File: config.mk
export PLATFORM = sky130hd
export DESIGN_NAME = dmem_arbiter
export DESIGN_NICKNAME = d
export VERILOG_FILES = /design/src/rtl/dmem_arbiter.sv
export SDC_FILE = /design/constraint.sdc
export NUM_CORES = 1
export LEC_CHECK = 0
export ABC_AREA = 1
export CAP_MARGIN = 20
export CORE_MARGIN = 2
export CORE_UTILIZATION = 35
export DETAILED_ROUTE_END_ITERATION = 16
export GPL_TIMING_DRIVEN = 0
export PLACE_DENSITY = 0.7
export SYNTH_ARGS = -nofsm -noshare
export SYNTH_HDL_FRONTEND = slang
export SYNTH_SLANG_ARGS = --single-unit
File: constraint.sdc
create_clock -name clk_pi -period 2.5 [get_ports clk_pi]
set_input_delay 0.25 -clock clk_pi [delete_from_list [all_inputs] [get_ports clk_pi]]
set_output_delay 0.25 -clock clk_pi [all_outputs]
set_load 0.05 [all_outputs]
File: src/rtl/dmem_arbiter.sv
// Round-robin arbiter and sequencer that shares the single-ported data memory
// between the CPU load/store path and the debug/loader port.
module dmem_arbiter #(
   parameter int ADDR_W = 16,
   parameter int DATA_W = 16
) (
   input  logic              clk_pi,
   input  logic              reset_n_pi,
   input  logic              clk_en_pi,
   input  logic              cpu_req_pi,
   input  logic              cpu_we_pi,
   input  logic [ADDR_W-1:0] cpu_addr_pi,
   input  logic [DATA_W-1:0] cpu_wdata_pi,
   output logic              cpu_ack_po,
   output logic [DATA_W-1:0] cpu_rdata_po,
   output logic              cpu_rvalid_po,
   output logic              cpu_stall_po,
   input  logic              dbg_req_pi,
   input  logic              dbg_we_pi,
   input  logic [ADDR_W-1:0] dbg_addr_pi,
   input  logic [DATA_W-1:0] dbg_wdata_pi,
   output logic              dbg_ack_po,
   output logic [DATA_W-1:0] dbg_rdata_po,
   output logic              dbg_rvalid_po,
   output logic [ADDR_W-1:0] mem_addr_po,
   output logic [DATA_W-1:0] mem_wdata_po,
   output logic              mem_write_po,
   input  logic [DATA_W-1:0] mem_rdata_pi,
   output logic              busy_po
);

   localparam logic [0:0] ST_IDLE   = 1'b0;
   localparam logic [0:0] ST_ACCESS = 1'b1;
   localparam logic       PORT_CPU  = 1'b0;
   localparam logic       PORT_DBG  = 1'b1;

   logic [0:0]        r_state;
   logic              r_prio;
   logic              r_win;
   logic              r_we;
   logic [ADDR_W-1:0] r_addr;
   logic [DATA_W-1:0] r_wdata;
   logic [DATA_W-1:0] r_cpu_rdata;
   logic [DATA_W-1:0] r_dbg_rdata;
   logic              r_cpu_rvalid;
   logic              r_dbg_rvalid;

   logic              w_access;
   logic              w_any_req;
   logic              w_pick_dbg;

   assign w_access   = (r_state == ST_ACCESS);
   assign w_any_req  = cpu_req_pi | dbg_req_pi;
   // dbg wins when it is the only requester, or on a tie when it holds priority
   assign w_pick_dbg = dbg_req_pi & (~cpu_req_pi | (r_prio == PORT_DBG));

   always_ff @(posedge clk_pi or negedge reset_n_pi) begin
      if (!reset_n_pi) begin
         r_state      <= ST_IDLE;
         r_prio       <= PORT_CPU;
         r_win        <= PORT_CPU;
         r_we         <= 1'b0;
         r_addr       <= '0;
         r_wdata      <= '0;
         r_cpu_rdata  <= '0;
         r_dbg_rdata  <= '0;
         r_cpu_rvalid <= 1'b0;
         r_dbg_rvalid <= 1'b0;
      end else if (clk_en_pi) begin
         r_cpu_rvalid <= 1'b0;
         r_dbg_rvalid <= 1'b0;
         case (r_state)
            ST_IDLE: begin
               if (w_any_req) begin
                  r_state <= ST_ACCESS;
                  r_win   <= w_pick_dbg;
                  r_we    <= w_pick_dbg ? dbg_we_pi    : cpu_we_pi;
                  r_addr  <= w_pick_dbg ? dbg_addr_pi  : cpu_addr_pi;
                  r_wdata <= w_pick_dbg ? dbg_wdata_pi : cpu_wdata_pi;
               end
            end
            ST_ACCESS: begin
               // always return to IDLE so every grant is followed by a turnaround cycle
               r_state <= ST_IDLE;
               r_prio  <= ~r_win;
               if (!r_we) begin
                  if (r_win == PORT_DBG) begin
                     r_dbg_rdata  <= mem_rdata_pi;
                     r_dbg_rvalid <= 1'b1;
                  end else begin
                     r_cpu_rdata  <= mem_rdata_pi;
                     r_cpu_rvalid <= 1'b1;
                  end
               end
            end
            default: r_state <= ST_IDLE;
         endcase
      end
   end

   assign busy_po       = w_access;
   assign mem_write_po  = w_access & r_we;
   assign mem_addr_po   = r_addr;
   assign mem_wdata_po  = r_wdata;
   assign cpu_ack_po    = w_access & (r_win == PORT_CPU);
   assign dbg_ack_po    = w_access & (r_win == PORT_DBG);
   assign cpu_rdata_po  = r_cpu_rdata;
   assign dbg_rdata_po  = r_dbg_rdata;
   assign cpu_rvalid_po = r_cpu_rvalid;
   assign dbg_rvalid_po = r_dbg_rvalid;
   assign cpu_stall_po  = cpu_req_pi & ~cpu_ack_po;

endmodule
==> results.md <==
* Outcome: finished clean
* Library cells used by synthesis at 17
* Final nets at 686
* Fmax achieved at 485 MHz
* Initial core utilization at 0.363
* Gr usage total at 0.176
* Post-route cell area at 0.00532 mm^2
* Mapped cell area at 0.00337 mm^2
* Worst Path Arrival at 1.81 ns
* Num CTS Buffers at 9
* Placer Congestion at 0.793
* Number of cells produced by synthesis at 432
* Vias in the first global route at 3162
* PostCTS Resize Cnt at 0
* ANT cells at 0
* Sequential Area at 0.00175 mm^2
* WL/cell at 12.1 um
* Worst reg2reg setup slack at 1.23 ns
* Fin util at 0.573
* Internal at 3200 uW
* First-pass detailed-route iteration total at 4
* H-tree levels at 3
* Cell leakage power at 0.00276 uW
* Synth Net Count at 519
* P per Cell Area at 1120 mW/mm^2
* PnR Total Power at 5960 uW
* Initial drt markers at 105
* RSZ-0062 raised after global routing: false
* Final setup skew at 0.00742 ns
* Worst skew pair latency at 0.34 ns
* Syn. warnings at 0
* Via count at 3198
* Critical path origin: busy_po$_DFFE_PN0P_
* Final min period at 2.06 ns
* Fin crit share at 0.825
* Min-delay worst type: in -> async
* CTS Buffer Depth at 2
* Setup Buffers After CTS at 0
* Clock root buffer: clkbuf_8
* Drt drc at 0
* Post-DP HPWL at 6.76 mm
* Worst r2r src: busy_po$_DFFE_PN0P_
* Routed Antenna Nets at 0
* Net Sw Frac at 0.463
* Multi-input gate area at 0.00111 mm^2
* Placement Cell Area at 0.00509 mm^2
* Die height at 102 um
* Final setup viols at 0
* Share of cells above drive strength 1 at 0.0811
* Final Slew Violations at 0
* Hold Vio Cnt, Final at 0
* PortBufs at 156
* Worst setup SP type: flop
* Critical Path RT at 2.25 ns
* Post-synthesis sequential area ratio at 0.520
* Mean post-synth cell area at 7.80 um^2
* Final wirelength at 8.89 mm
* Reg2reg path depth at 7
* Synthesized flop and latch total at 70
* FILL cells at 889
* Slew HR at 0.414
* Total gr overflow at 0
* Pin count of the biggest net entering global routing at 71
* I/O pin count at 158
* CTS clock-pin slew for the worst setup and hold paths at 0.08 ns
* TritonCTS clock tree: yes
* P&R area growth vs syn at 57.9%
* Die area at 0.0104 mm^2
* Pre-CTS worst setup slack at 0.449 ns
* Worst-path fanout max at 5
* Wire length of the first global-routing pass at 14.4 mm
* Sink Count at 70
* Placed cells at 717
* Max rail drop VDD at 0.483 mV
* DR vias/cell at 4.36
* Clock power frac at 0.172
* Combinational share of power at 0.528
* Sw Pwr at 2760 uW
* Crit path kind: reg -> out
* Sequential share of power at 0.300
* Core area at 0.00928 mm^2
* Final cell count without fillers at 733
* Row count at 35
* Worst Tran Pin Value at 0.879 ns
* Critical Path End Type: output pin
* Max-cap viol count at 0
* Reg2reg end: mem_wdata_po[10]$_DFFE_PN0P_
* Cts hold-fix bufs at 0
* Die W at 102 um
* Post-route setup slack at 0.437 ns
* Initial antenna violation count at 0
[stage by stage]
stage                     hold slack, ns  TNS [ns]
after floorplan                  -0.0456         0
after global placement             0.461    -82.91
after detailed placement           0.435         0
after CTS                         0.0505         0
after global routing              0.0984         0
final                             0.0129         0
[sequential cells by signal, indices dropped and copies added (netlist names)]
register       count
dbg_rdata_po      16
busy_po            1
cpu_rdata_po      16
dbg_rvalid_po      1
mem_wdata_po      16
cpu_rvalid_po      1
r_prio             1
r_win              1
r_we               1
mem_addr_po       16
[Yosys cell counts]
| cell type | count | area share |
|---|---|---|
| nand2_1 | 140 | 0.16 |
| inv_1 | 86 | 0.096 |
| dfrtp_1 | 70 | 0.52 |
| nand3_1 | 66 | 0.098 |
| o21ai_1 | 32 | 0.048 |
| buf_4 | 8 | 0.018 |
| buf_2 | 6 | 0.0089 |
| buf_6 | 6 | 0.020 |
| nand2_2 | 5 | 0.0093 |
| o21ai_0 | 3 | 0.0045 |
| clkbuf_1 | 2 | 0.0022 |
| inv_2 | 2 | 0.0022 |
| nor2_4 | 2 | 0.0067 |
| inv_4 | 1 | 0.0019 |
| nor2_1 | 1 | 0.0011 |
| nor2_2 | 1 | 0.0019 |
| nor2_8 | 1 | 0.0059 |
[cell type report]
| type | instances | share of cell area |
|---|---|---|
| clock buffer | 10 | 0.0259 |
| multi-input combinational | 251 | 0.210 |
| buffer | 22 | 0.0310 |
| inverter | 89 | 0.0633 |
| sequential | 70 | 0.329 |
| clock inverter | 6 | 0.0176 |
| timing repair buffer | 156 | 0.293 |
| tap | 129 | 0.0303 |
[cell usage in the layout (no fill, tap or decap)]
master / count
bufinv_16: 2
nor2_8: 1
dfrtp_1: 70
o21ai_0: 3
inv_4: 1
clkdlybuf4s50_1: 155
clkinv_4: 2
inv_2: 2
buf_4: 9
buf_6: 6
buf_2: 6
nor2_1: 1
nand3_1: 66
o21ai_1: 32
nor2_4: 2
clkinvlp_4: 1
nand2_2: 5
nor2_2: 1
clkbuf_8: 10
inv_1: 86
nand2_1: 140
inv_6: 1
clkbuf_1: 2
[power by group through the flow]
stage	clock, uW	combinational [uW]	sequential [uW]
final	1030	3140	1790
after detailed placement	0	3170	1800
after global placement	0	3140	1780
after floorplan	0	597	3190
after global routing	1120	3330	1840
after CTS	1060	3170	1790
[worst max-delay path, stage by stage, from the launching register on]
cell and delay, ns:
dfrtp_1 0.43, inv_2 0.11, nor2_4 0.05, nor2_1 0.09, clkdlybuf4s50_1 0.81
[worst max path at each step]
stage | to | slack [ns] | cells after the start
CTS | cpu_stall_po | 0.41 | 4
finish | cpu_stall_po | 0.44 | 4
detailed placement | cpu_stall_po | 0.45 | 4
floorplan | cpu_stall_po | 0.73 | 3
global route | cpu_stall_po | 0.31 | 4
global placement | dbg_rdata_po[7]$_DFFE_PN0P_ | -1.19 | 1
[kinds of logic after synthesis]
group / Yosys count / synth area share
buffers and inverters: 111 / 0.149
DFF: 70 / 0.520
and+or+nand+nor: 216 / 0.279
AOI/OAI and AO/OA: 35 / 0.0520
[per-layer routing]
metal,wire (um),vias up,global-route usage
met5,0,-,0
met4,157,0,0.0636
met3,633,14,0.0492
met2,4190,105,0.296
met1,3900,1446,0.219
li1,-,1633,-
(Power assumes the default switching activity.)
